### config.mk
export PLATFORM = sky130hd
export DESIGN_NAME = rv_mc_core
export DESIGN_NICKNAME = d
export VERILOG_FILES = /design/src/rtl/rv_mc_pkg.sv /design/src/rtl/rv_mc_alu.sv /design/src/rtl/rv_mc_regfile.sv /design/src/rtl/rv_mc_core.sv
export SDC_FILE = /design/constraint.sdc
export NUM_CORES = 2
export LEC_CHECK = 0
export BUFFER_PORTS_ARGS = -buffer_cell sky130_fd_sc_hd__buf_2
export CAP_MARGIN = 25
export CORE_UTILIZATION = 55
export CTS_BUF_LIST = sky130_fd_sc_hd__clkbuf_8
export CTS_CLUSTER_DIAMETER = 60
export DETAILED_ROUTE_END_ITERATION = 10
export PLACE_DENSITY_LB_ADDON = 0.2
export SLEW_MARGIN = 15
export SYNTH_ARGS = -nofsm -noshare
export SYNTH_HDL_FRONTEND = slang
export SYNTH_SLANG_ARGS = --single-unit
### constraint.sdc
create_clock -name clk -period 8.4 [get_ports clk]
set_clock_uncertainty 0.1 [all_clocks]
set_input_delay 0.42 -clock clk [delete_from_list [all_inputs] [get_ports clk]]
set_output_delay 0.42 -clock clk [all_outputs]
set_load 0.01 [all_outputs]
### src/rtl/rv_mc_pkg.sv
// rv_mc_pkg: shared types, encodings and decode helpers for the rv_mc_core
// multicycle RV32I-subset core. Imported by rv_mc_alu and rv_mc_core.
package rv_mc_pkg;

  // FSM states with fixed encodings; these are visible on state_out.
  typedef enum logic [3:0] {
    ST_FETCH    = 4'd0,
    ST_DECODE   = 4'd1,
    ST_MEMADR   = 4'd2,
    ST_MEMREAD  = 4'd3,
    ST_MEMWB    = 4'd4,
    ST_MEMWRITE = 4'd5,
    ST_EXECR    = 4'd6,
    ST_EXECI    = 4'd7,
    ST_ALUWB    = 4'd8,
    ST_BRANCH   = 4'd9,
    ST_JAL      = 4'd10,
    ST_TRAP     = 4'd15
  } state_e;

  // Major opcodes of the supported base set.
  localparam logic [6:0] OP_LOAD   = 7'b0000011;
  localparam logic [6:0] OP_STORE  = 7'b0100011;
  localparam logic [6:0] OP_RTYPE  = 7'b0110011;
  localparam logic [6:0] OP_ITYPE  = 7'b0010011;
  localparam logic [6:0] OP_BRANCH = 7'b1100011;
  localparam logic [6:0] OP_JAL    = 7'b1101111;

  // ALU operations.
  typedef enum logic [2:0] {
    ALU_ADD,
    ALU_SUB,
    ALU_AND,
    ALU_OR,
    ALU_SLT,
    ALU_SLTU
  } alu_op_e;

  // funct3 codes for ALU, memory and branch instructions.
  localparam logic [2:0] F3_ADD  = 3'b000;
  localparam logic [2:0] F3_SLT  = 3'b010;
  localparam logic [2:0] F3_OR   = 3'b110;
  localparam logic [2:0] F3_AND  = 3'b111;
  localparam logic [2:0] F3_WORD = 3'b010;

  localparam logic [2:0] F3_BEQ  = 3'b000;
  localparam logic [2:0] F3_BNE  = 3'b001;
  localparam logic [2:0] F3_BLT  = 3'b100;
  localparam logic [2:0] F3_BGE  = 3'b101;
  localparam logic [2:0] F3_BLTU = 3'b110;
  localparam logic [2:0] F3_BGEU = 3'b111;

  localparam logic [6:0] F7_BASE = 7'b0000000;
  localparam logic [6:0] F7_ALT  = 7'b0100000;

  // True for the funct3 values the ALU instructions support.
  function automatic logic alu_funct3_ok(input logic [2:0] funct3);
    return (funct3 == F3_ADD) || (funct3 == F3_SLT) ||
           (funct3 == F3_OR)  || (funct3 == F3_AND);
  endfunction

  // Maps an ALU instruction's funct3 (plus the SUB select bit) to an ALU op.
  function automatic alu_op_e alu_op_decode(input logic [2:0] funct3, input logic alt);
    case (funct3)
      F3_ADD:  return alt ? ALU_SUB : ALU_ADD;
      F3_SLT:  return ALU_SLT;
      F3_OR:   return ALU_OR;
      F3_AND:  return ALU_AND;
      default: return ALU_ADD;
    endcase
  endfunction

  // Branch comparisons reuse the ALU: equality via SUB/zero, ordering via SLT/SLTU.
  function automatic alu_op_e branch_alu_op(input logic [2:0] funct3);
    case (funct3)
      F3_BLT, F3_BGE:   return ALU_SLT;
      F3_BLTU, F3_BGEU: return ALU_SLTU;
      default:          return ALU_SUB;
    endcase
  endfunction

endpackage

### src/rtl/rv_mc_alu.sv
// rv_mc_alu: the core's single XLEN-wide ALU, shared by PC increment,
// address generation, arithmetic and branch comparison.
module rv_mc_alu
  import rv_mc_pkg::*;
#(
  parameter int unsigned XLEN = 32
) (
  input  logic [XLEN-1:0] a,
  input  logic [XLEN-1:0] b,
  input  alu_op_e         op,
  output logic [XLEN-1:0] y,
  output logic            zero
);

  // Combinational result; comparisons return 0/1 in bit 0.
  always_comb begin
    // NOTE: every output of a combinational block gets a default first so no path leaves it unassigned (which would infer a latch).
    y = '0;
    case (op)
      ALU_ADD:  y = a + b;
      ALU_SUB:  y = a - b;
      ALU_AND:  y = a & b;
      ALU_OR:   y = a | b;
      ALU_SLT:  y = {{(XLEN-1){1'b0}}, ($signed(a) < $signed(b))};
      ALU_SLTU: y = {{(XLEN-1){1'b0}}, (a < b)};
      default:  y = '0;
    endcase
    zero = (y == '0);
  end

endmodule

### src/rtl/rv_mc_regfile.sv
// rv_mc_regfile: 32 x XLEN register file, two asynchronous read ports and one
// synchronous write port. x0 always reads zero and ignores writes.
module rv_mc_regfile #(
  parameter int unsigned XLEN = 32
) (
  input  logic            clk,
  input  logic            we,
  input  logic [4:0]      waddr,
  input  logic [XLEN-1:0] wdata,
  input  logic [4:0]      raddr1,
  input  logic [4:0]      raddr2,
  output logic [XLEN-1:0] rdata1,
  output logic [XLEN-1:0] rdata2
);

  logic [XLEN-1:0] regs [32];

  // Write port; the x0 entry is never written.
  // NOTE: the storage array has no reset so it maps onto plain RAM/flops without a reset network; software must not rely on register contents after reset.
  always_ff @(posedge clk) begin
    if (we && (waddr != 5'd0)) begin
      regs[waddr] <= wdata;
    end
  end

  assign rdata1 = (raddr1 == 5'd0) ? '0 : regs[raddr1];
  assign rdata2 = (raddr2 == 5'd0) ? '0 : regs[raddr2];

endmodule

### src/rtl/rv_mc_core.sv
// rv_mc_core: parametrised multicycle RV32I-subset core with one shared
// instruction/data memory port (stall-capable), one ALU and a
// FETCH/DECODE/EXECUTE/WRITEBACK FSM. Illegal instructions park the core in TRAP.
// Optional feature: define BRANCH_EXT_EN to make BNE/BLT/BGE/BLTU/BGEU legal.
module rv_mc_core
  import rv_mc_pkg::*;
#(
  parameter int unsigned     XLEN     = 32,
  parameter logic [XLEN-1:0] RESET_PC = '0
) (
  input  logic            clk,
  input  logic            rst,
  output logic            mem_req,
  output logic            mem_we,
  output logic [XLEN-1:0] mem_addr,
  output logic [XLEN-1:0] mem_wdata,
  input  logic [XLEN-1:0] mem_rdata,
  input  logic            mem_ready,
  output logic [XLEN-1:0] pc_out,
  output logic [3:0]      state_out,
  output logic            retire,
  output logic            illegal
);

  state_e state, state_next;

  logic [XLEN-1:0] pc, old_pc, mdr, reg_a, reg_b, alu_out;
  logic [31:0]     ir;

  // Instruction fields.
  logic [6:0] opcode, funct7;
  logic [4:0] rd, rs1, rs2;
  logic [2:0] funct3;

  assign opcode = ir[6:0];
  assign rd     = ir[11:7];
  assign funct3 = ir[14:12];
  assign rs1    = ir[19:15];
  assign rs2    = ir[24:20];
  assign funct7 = ir[31:25];

  // Sign-extended immediates.
  logic [XLEN-1:0] imm_i, imm_s, imm_b, imm_j;

  assign imm_i = {{(XLEN-12){ir[31]}}, ir[31:20]};
  assign imm_s = {{(XLEN-12){ir[31]}}, ir[31:25], ir[11:7]};
  assign imm_b = {{(XLEN-13){ir[31]}}, ir[31], ir[7], ir[30:25], ir[11:8], 1'b0};
  assign imm_j = {{(XLEN-21){ir[31]}}, ir[31], ir[19:12], ir[20], ir[30:21], 1'b0};

  // Register file.
  logic            rf_we, rf_we_int;
  logic [XLEN-1:0] rf_wdata, rs1_data, rs2_data;

  rv_mc_regfile #(.XLEN(XLEN)) u_regfile (
    .clk    (clk),
    .we     (rf_we),
    .waddr  (rd),
    .wdata  (rf_wdata),
    .raddr1 (rs1),
    .raddr2 (rs2),
    .rdata1 (rs1_data),
    .rdata2 (rs2_data)
  );

  // ALU.
  logic [XLEN-1:0] alu_a, alu_b, alu_y;
  alu_op_e         alu_op;
  logic            alu_zero;

  rv_mc_alu #(.XLEN(XLEN)) u_alu (
    .a    (alu_a),
    .b    (alu_b),
    .op   (alu_op),
    .y    (alu_y),
    .zero (alu_zero)
  );

  // Legality check of the instruction held in IR.
  logic legal;

  always_comb begin
    legal = 1'b0;
    case (opcode)
      OP_LOAD, OP_STORE: legal = (funct3 == F3_WORD);
      OP_RTYPE:          legal = ((funct7 == F7_BASE) && alu_funct3_ok(funct3)) ||
                                 ((funct7 == F7_ALT) && (funct3 == F3_ADD));
      OP_ITYPE:          legal = alu_funct3_ok(funct3);
`ifdef BRANCH_EXT_EN
      OP_BRANCH:         legal = (funct3 != 3'b010) && (funct3 != 3'b011);
`else
      OP_BRANCH:         legal = (funct3 == F3_BEQ);
`endif
      OP_JAL:            legal = 1'b1;
      default:           legal = 1'b0;
    endcase
  end

  // ALU operand and operation select, one use per state.
  always_comb begin
    alu_a  = pc;
    alu_b  = XLEN'(4);
    alu_op = ALU_ADD;
    case (state)
      ST_DECODE: begin
        alu_a = old_pc;
        alu_b = (opcode == OP_JAL) ? imm_j : imm_b;
      end
      ST_MEMADR: begin
        alu_a = reg_a;
        alu_b = (opcode == OP_STORE) ? imm_s : imm_i;
      end
      ST_EXECR: begin
        alu_a  = reg_a;
        alu_b  = reg_b;
        alu_op = alu_op_decode(funct3, funct7[5]);
      end
      ST_EXECI: begin
        alu_a  = reg_a;
        alu_b  = imm_i;
        alu_op = alu_op_decode(funct3, 1'b0);
      end
      ST_BRANCH: begin
        alu_a  = reg_a;
        alu_b  = reg_b;
        alu_op = branch_alu_op(funct3);
      end
      ST_JAL: begin
        alu_a = old_pc;
        alu_b = XLEN'(4);
      end
      default: ;
    endcase
  end

  // Branch decision from the ALU comparison result.
  logic branch_taken;

  always_comb begin
    branch_taken = 1'b0;
`ifdef BRANCH_EXT_EN
    case (funct3)
      F3_BEQ:           branch_taken = alu_zero;
      F3_BNE:           branch_taken = !alu_zero;
      F3_BLT, F3_BLTU:  branch_taken = alu_y[0];
      F3_BGE, F3_BGEU:  branch_taken = !alu_y[0];
      default:          branch_taken = 1'b0;
    endcase
`else
    branch_taken = alu_zero;
`endif
  end

  // Register-file write data source.
  always_comb begin
    case (state)
      ST_MEMWB: rf_wdata = mdr;
      ST_JAL:   rf_wdata = alu_y;
      default:  rf_wdata = alu_out;
    endcase
  end

  // FSM next-state logic and control outputs.
  logic req_int, we_int, retire_int;

  always_comb begin
    state_next = state;
    req_int    = 1'b0;
    we_int     = 1'b0;
    retire_int = 1'b0;
    rf_we_int  = 1'b0;
    mem_addr   = pc;
    case (state)
      ST_FETCH: begin
        req_int = 1'b1;
        if (mem_ready) state_next = ST_DECODE;
      end
      ST_DECODE: begin
        if (!legal) begin
          state_next = ST_TRAP;
        end else begin
          case (opcode)
            OP_LOAD, OP_STORE: state_next = ST_MEMADR;
            OP_RTYPE:          state_next = ST_EXECR;
            OP_ITYPE:          state_next = ST_EXECI;
            OP_BRANCH:         state_next = ST_BRANCH;
            OP_JAL:            state_next = ST_JAL;
            default:           state_next = ST_TRAP;
          endcase
        end
      end
      ST_MEMADR:
        state_next = (opcode == OP_LOAD) ? ST_MEMREAD : ST_MEMWRITE;
      ST_MEMREAD: begin
        req_int  = 1'b1;
        mem_addr = alu_out;
        if (mem_ready) state_next = ST_MEMWB;
      end
      ST_MEMWB: begin
        rf_we_int  = 1'b1;
        retire_int = 1'b1;
        state_next = ST_FETCH;
      end
      ST_MEMWRITE: begin
        req_int  = 1'b1;
        we_int   = 1'b1;
        mem_addr = alu_out;
        if (mem_ready) begin
          retire_int = 1'b1;
          state_next = ST_FETCH;
        end
      end
      ST_EXECR, ST_EXECI:
        state_next = ST_ALUWB;
      ST_ALUWB: begin
        rf_we_int  = 1'b1;
        retire_int = 1'b1;
        state_next = ST_FETCH;
      end
      ST_BRANCH: begin
        retire_int = 1'b1;
        state_next = ST_FETCH;
      end
      ST_JAL: begin
        rf_we_int  = 1'b1;
        retire_int = 1'b1;
        state_next = ST_FETCH;
      end
      ST_TRAP:
        state_next = ST_TRAP;
      default:
        state_next = ST_TRAP;
    endcase
  end

  // Reset drops the request and blocks regfile writes in the same cycle.
  assign mem_req   = req_int & rst;
  assign mem_we    = we_int & rst;
  assign retire    = retire_int & rst;
  assign rf_we     = rf_we_int & rst;
  assign mem_wdata = reg_b;
  assign pc_out    = pc;
  assign state_out = state;
  assign illegal   = (state == ST_TRAP);

  // FSM state register.
  always_ff @(posedge clk or negedge rst) begin
    // NOTE: sequential state always uses non-blocking assignment so every flop samples pre-edge values regardless of block ordering.
    if (!rst) state <= ST_FETCH;
    else      state <= state_next;
  end

  // Datapath registers; memory-facing updates only on mem_ready so stalls hold everything.
  always_ff @(posedge clk or negedge rst) begin
    if (!rst) begin
      pc      <= RESET_PC;
      old_pc  <= '0;
      ir      <= '0;
      mdr     <= '0;
      reg_a   <= '0;
      reg_b   <= '0;
      alu_out <= '0;
    end else begin
      case (state)
        ST_FETCH: begin
          if (mem_ready) begin
            ir     <= mem_rdata[31:0];
            old_pc <= pc;
            pc     <= alu_y;
          end
        end
        ST_DECODE: begin
          reg_a   <= rs1_data;
          reg_b   <= rs2_data;
          alu_out <= alu_y;
        end
        ST_MEMADR, ST_EXECR, ST_EXECI:
          alu_out <= alu_y;
        ST_MEMREAD:
          if (mem_ready) mdr <= mem_rdata;
        ST_BRANCH:
          if (branch_taken) pc <= alu_out;
        ST_JAL:
          pc <= alu_out;
        default: ;
      endcase
    end
  end

endmodule

# Word level (Yosys, flattened, before mapping)
# Memory sizes are Yosys's and may differ from the RTL's.
# Index checks and enable logic that the tools add are counted.
# word_totals
wordCells	115
out_inout_bits	104
reg_bits	228
ramBits	1024
memories	1
inputBits	35
# memory_table
name	words	word_bits	read_ports	rd_clocked_by_memory_dff	wr	line	source
u_regfile.regs	32	32	2	0	1	rv_mc_regfile.sv:16	logic [XLEN-1:0] regs [32];
# op_classes
n_addsub	2
bitwise_logic	6
n_eq_ne	32
mux	32
n_reduce_logical	32
n_lt_le_gt_ge	2
# op_table
cell	count
32-bit one-hot mux with 6 select lines	1
32-bit two-way mux	5
32-bit one-hot mux with 2 select lines	2
32-bit one-hot mux with 4 select lines	1
32-bit one-hot mux with 3 select lines	1
32-bit less-than comparator	2
32-bit adder	1
32-bit bitwise AND	1
32-bit logical NOT	1
32-bit OR	1
32-bit subtractor	1
4-bit one-hot mux with 7 select lines	1
7-bit by 6-bit == test with 1-bit output (second input constant)	3
20-bit two-way mux	1
4-bit one-hot mux with 5 select lines	1
3-bit == test (second input constant)	6
3-bit one-hot mux with 3 select lines	2
4-bit by 3-bit == test with 1-bit output (second input constant)	4
4-bit == test (second input constant)	4
4-bit two-way mux	4
7-bit == test (second input constant)	2
2-bit OR reduction	7
3-bit one-hot mux with 4 select lines	1
4-bit OR reduction	3
25 further kinds	50

# Logic depth before layout (Yosys ltp)
# logic_depth
ltp_word	9
ltp_mapped	27
mapped_depth_nobuf	23

# By module
# Synthesis repeated with hierarchy kept, for this count alone.
# unflattened
cells_unflattened	4382
area_unflattened_um2	64755.9
# modules_own_cells
mod	instances	cells_each	seq_area_each_um2	area_per_inst_um2
rv_mc_regfile	1	2564	30749.5	47929.7
rv_mc_core	1	1007	5705.5	11389.7
rv_mc_alu	1	811	0.0	5436.5

# Worst setup path after synthesis
# Ideal clock, no wire load.
# synth_path
path_kind	flip-flop to flip-flop
start	reg ir[15]
end	mem u_regfile.regs[0][23] (data pin)
slack_ps	1886
required_ps	7846
arrival_ps	5960
synth_period_minus_slack_ps	6514
n_path_buf	6
path_stages_with_launch	18
setup_ps	454
path_cell_list	dfrtp_1 clkbuf_1 buf_1 buf_1 buf_1 buf_1 nor2_1 o21a_1 ha_1 clkbuf_1 or4_1 or4_1 o21a_1 o22ai_1 xor2_1 nor2_1 nor2_1 o21ai_0
# synth_between
elab_chain_cells	5
elab_cells_between_ends	6
cone_classes	add/sub: 2; mux: 4
# synth_rtl
element	line	source
from (decl)	rv_mc_core.sv:28	logic [31:0] ir;
from (signal assigned)	rv_mc_core.sv:266	ir <= mem_rdata[31:0];
20-bit two-way mux *	rv_mc_core.sv:106	alu_b = (opcode == OP_JAL) ? imm_j : imm_b;
32-bit one-hot mux with 4 select lines *	rv_mc_core.sv:103	case (state)
32-bit subtractor / 32-bit adder (equally long branches)	rv_mc_alu.sv:21, rv_mc_alu.sv:20	
32-bit one-hot mux with 6 select lines *	rv_mc_alu.sv:19	case (op)
32-bit one-hot mux with 2 select lines *	rv_mc_core.sv:155	case (state)
named net rf_wdata[23]	rv_mc_core.sv:52	logic [XLEN-1:0] rf_wdata, rs1_data, rs2_data;
to (decl)	rv_mc_regfile.sv:16	
# The timed path passes the listed nets; every way through them passes the cells marked *.

# Worst setup path after layout
# layout_path
start	reg ir[3]
end	reg pc[19], in the netlist pc_out[19]
# layout_between
elab_chain_cells	8
elab_cells_between_ends	17
cone_classes	add/sub: 2; order compare: 2; eq/ne: 3; mux: 6; bitwise: 2; reduce/logical: 2
# layout_rtl
element	line	source
7-bit by 6-bit == test with 1-bit output / 7-bit == test (equally long branches)	rv_mc_core.sv:110, rv_mc_core.sv:106	
5-bit two-way mux / 20-bit two-way mux (equally long branches)	rv_mc_core.sv:110, rv_mc_core.sv:106	
32-bit one-hot mux with 4 select lines *	rv_mc_core.sv:103	
32-bit subtractor (tied with other cells)	rv_mc_alu.sv:21	ALU_SUB: y = a - b;
32-bit one-hot mux with 6 select lines *	rv_mc_alu.sv:19	
32-bit logical NOT	rv_mc_alu.sv:28	zero = (y == '0);
2-bit != test (no line)	n/a	
3-bit AND reduction (no line)	n/a	
to (signal assigned)	rv_mc_core.sv:268	pc <= alu_y;
to (signal assigned)	rv_mc_core.sv:281	if (branch_taken) pc <= alu_out;
to (signal assigned)	rv_mc_core.sv:283	pc <= alu_out;
to (decl)	rv_mc_core.sv:27	logic [XLEN-1:0] pc, old_pc, mdr, reg_a, reg_b, alu_out;
# Mark *: on every way between the ends. The rest lies on a longest branch, timed or not. The select of a mux whose other input is x is not followed.
# A chain may end at the register's enable or synchronous reset.

==> impl_summary.log <==
INFO  metric area_growth = 11.99%
INFO  metric start_util = 0.5542
INFO  metric placed_cell_area = 66,470 µm²
INFO  metric netlist_area = 63,290 µm²
INFO  metric setup_tns = 0 ns
INFO  metric track_usage = 0.3526
INFO  metric post_route_cells_drive_above_1_share = 0.3414
INFO  metric synth_enable_flop_cells = 1,024
INFO  metric die_area = 116,400 µm²
INFO  metric syn_inst = 3,896
INFO  metric tightest_slew = 1.168 ns
INFO  metric postCtsSetupBuffers = 0
INFO  metric result_of_the_run = completed
INFO  metric relSlewSlack = 0.2216
INFO  metric synth.distinct_cells = 94
INFO  metric initialDrtViolationCount = 5,746
INFO  metric hold_class = input port to register
INFO  metric synth_common_cells = 1,024 x sky130_fd_sc_hd__edfxtp_1, 609 x sky130_fd_sc_hd__mux4_2, 228 x sky130_fd_sc_hd__dfrtp_1
INFO  metric report.final.hold_viol_count = 0
INFO  metric detail_route.wirelength = 203,400 µm
INFO  metric synthDominantAreaCellType = sky130_fd_sc_hd__edfxtp_1
INFO  metric holdWs = 0.1938 ns
INFO  metric maxSlewViolCount = 0
INFO  metric cap_violations = 0
INFO  metric synth_largest_type_area_fraction = 0.4859
INFO  metric layout.filler_cells = 8,323
INFO  metric first_pass_iters = 7
INFO  metric std_cell_rows = 124
INFO  metric power.static_leakage = 24.91 nW
INFO  metric die_width = 341.2 µm
INFO  metric vias = 41,000
INFO  metric crit_path_end_kind = register
INFO  metric antenna_found_initial = 12
INFO  metric grt_pass1_wl = 290,700 µm
INFO  metric place.detailed.hpwl = 127,500 µm
INFO  metric worstPathMaxFanout = 20
INFO  metric powerDensity = 438.6 nW/µm²
INFO  metric synth_flop_cell = sky130_fd_sc_hd__edfxtp_1
INFO  metric share_of_synthesized_flip_flops_with_an_asynchronous_set_or_reset = 0.1821
INFO  metric clkTransAtPathRegs = 0.06 ns
INFO  metric finalCritPeriodShare = 0.9140
INFO  metric cts_buffers = 201
INFO  metric dieHeight = 341.2 µm
INFO  metric worst_ir_drop_vdd = 0.2746 mV
INFO  metric global_placement_routability_congestion = 1.014
INFO  metric unrepaired_setup_endpoints_after_global_routing = false
INFO  metric clock-sinks = 1,252
INFO  metric insertion_delay = 0.93 ns
INFO  metric yosys_register_bits = 1,252
INFO  metric avgRoutedWirePerCell = 34.80 µm
INFO  metric yosysMostFrequentCell = sky130_fd_sc_hd__edfxtp_1
INFO  metric grt_overflow = 0
INFO  metric ys.warnings.count = 0
INFO  metric synth_sequential_area_ratio = 0.5760
INFO  metric arrival = 8.36 ns
INFO  metric dp.cells = 5,426
INFO  metric design.core.area = 114,200 µm²
INFO  metric period_minus_slack = 7.678 ns
INFO  metric cts_max_level = 4
INFO  metric tritoncts = yes
INFO  metric port_buffer_cells = 138
INFO  metric path_class = register to register
INFO  metric drtAntennaViolNets = 0
INFO  metric drc = 0
INFO  metric maximum_number_of_pins_on_one_net_before_global_route_repair = 160
INFO  metric ctsResizeCount = 0
INFO  metric dominant_cells_by_area_after_synthesis = sky130_fd_sc_hd__edfxtp_1 49%, sky130_fd_sc_hd__mux4_2 22%, sky130_fd_sc_hd__dfrtp_1 9.0%
INFO  metric fin_area = 70,880 µm²
INFO  metric boundaryPins = 139
INFO  metric setup_viol = 0
INFO  metric cts.root.buffer_cell = sky130_fd_sc_hd__clkbuf_8
INFO  metric timing.fmax = 0.1302 GHz
INFO  metric nNetsFinal = 4,291
INFO  metric first_global_vias = 40,280
INFO  metric fin_total_pwr = 31.09 mW
INFO  metric avgViaCountPerCell = 7.014
INFO  metric cts.path.max_buffers = 3
INFO  metric syn-mean-instance-area = 16.24 µm²
INFO  metric critical_path.startpoint_type = register
INFO  metric final_cells = 5,845
INFO  metric critPathRequiredTime = 9.08 ns
## layout by cell type, fill, tap and decap left out, drive strengths merged, types with 7 or more instances in the layout
cell	netlist	final
edfxtp	1024	1024
mux4	609	609
buf	88	282
clkbuf	203	231
dfrtp	228	228
mux2	214	214
inv	106	193
nand2	189	189
nor2	178	178
o21ai	157	157
a21oi	154	154
ha	98	98
mux2i	51	51
clkinv	1	50
and2	47	47
o22ai	45	45
nor2b	43	43
a22oi	42	42
o31ai	39	39
a221o	35	35
dlygate4sd3	0	35
conb	1	32
a211oi	31	31
nor3	29	29
o211ai	20	20
o21a	19	19
nand3	19	19
nor4	18	18
a21o	15	15
xnor2	14	14
or3	13	13
nand4	11	11
nand2b	11	11
and3	10	10
a221oi	10	10
o21bai	8	8
nand3b	7	7
o2111ai	7	7
## sequential cells by signal, summed over array words and instances, names as in the netlist
name            cells
alu_out            32
reg_a              32
mem_wdata          32
ir                 32
old_pc             32
mdr                32
pc_out             32
u_regfile.regs   1024
state_out           4
## final cells by class
cell class,instances,area (µm²),area share
diodes,4,10.01,0.0001412
flip-flops and latches,1252,36490,0.5148
repair buffers,317,2261,0.03190
clock inverters,145,814.5,0.01149
well taps,1512,1892,0.02669
multi-input cells,2277,25830,0.3644
clock buffers,231,3179,0.04486
inverters,107,401.6,0.005667
## where the power goes
part / internal, mW / switching, mW / leakage, nW / total (mW)
logic: 6.50 / 9.64 / 10.5 / 16.1
clock network: 2.68 / 2.49 / 2.33 / 5.17
registers: 8.55 / 1.23 / 12.1 / 9.79
total: 17.7 / 13.4 / 24.9 / 31.1
## per-layer routing
| metal | up-vias | GRT usage | part of all wire |
|---|---|---|---|
| met1 | 21340 | 0.4783 | 0.37 |
| met4 | 8 | 0.1563 | 0.049 |
| met5 | - | 0 | 0.00024 |
| met3 | 503 | 0.08206 | 0.11 |
| li1 | 16460 | - | - |
| met2 | 2684 | 0.5494 | 0.47 |
## path summary, 6_finish.rpt
check | start | to | slack, ns | cells past startpoint
setup / recovery | ir[3] | pc_out[19] | 0.72 | 22
hold / removal | mem_rdata[3] | ir[3] | 0.19 | 3
setup reg to reg | ir[3] | pc_out[19] | 0.72 | 22
hold reg to reg | reg_a[20] | reg_a[20] | 0.38 | 2
max in group asynchronous | rst | ir[24] | 6.15 | 4
min in group asynchronous | rst | pc_out[24] | 0.53 | 3
## worst max-delay path: stages, from the launching register on
cell	delay, ns
sky130_fd_sc_hd__dfrtp_1	0.41
sky130_fd_sc_hd__nor4_1	0.56
sky130_fd_sc_hd__nor2b_1	0.38
sky130_fd_sc_hd__a211oi_1	0.12
sky130_fd_sc_hd__a21oi_1	0.13
sky130_fd_sc_hd__nor3_1	0.08
sky130_fd_sc_hd__a21o_1	0.21
sky130_fd_sc_hd__a222oi_1	0.80
sky130_fd_sc_hd__inv_1	0.20
sky130_fd_sc_hd__fa_1	0.48
sky130_fd_sc_hd__a21oi_1	0.23
sky130_fd_sc_hd__or4_4	0.17
sky130_fd_sc_hd__nand2_1	0.08
sky130_fd_sc_hd__a2111oi_1	0.41
sky130_fd_sc_hd__o21ai_0	0.15
sky130_fd_sc_hd__a31o_2	0.32
sky130_fd_sc_hd__or4b_1	0.62
sky130_fd_sc_hd__nor4b_2	0.49
sky130_fd_sc_hd__nand4_1	0.19
sky130_fd_sc_hd__nor4_2	0.47
sky130_fd_sc_hd__o21ai_4	0.27
sky130_fd_sc_hd__buf_4	0.32
sky130_fd_sc_hd__mux2_4	0.33
## through the flow
stage | util | setup slack, ns
after floorplan | - | 1.886
after global placement | 0.5808 | 0.9710
after detailed placement | 0.5821 | 0.9321
after CTS | 0.6203 | 0.8517
after global routing | 0.6207 | 0.2972
final | 0.6207 | 0.7223
## cells by family (layout without fill, tap and decap cells)
logic type	count (synthesis)	after routing	synth area share
xor gates and xnor gates	19	19	0.002630
muxes	874	874	0.2635
and+or+nand+nor	602	602	0.04597
other	1	36	0.00005926
adders and majority gates	100	100	0.02001
buffers and inverters	398	800	0.02434
AOI/OAI and AO/OA	650	650	0.06750
DFF	1252	1252	0.5760
## what timing repair did
| item | CTS | global route |
|---|---|---|
| endpoints found under the hold margin | 136 | 0 |
| endpoints found under the setup margin | 0 | 0 |
| hold buffers | 36 | 0 |
No activity file was read; power rests on OpenSTA's default activity.
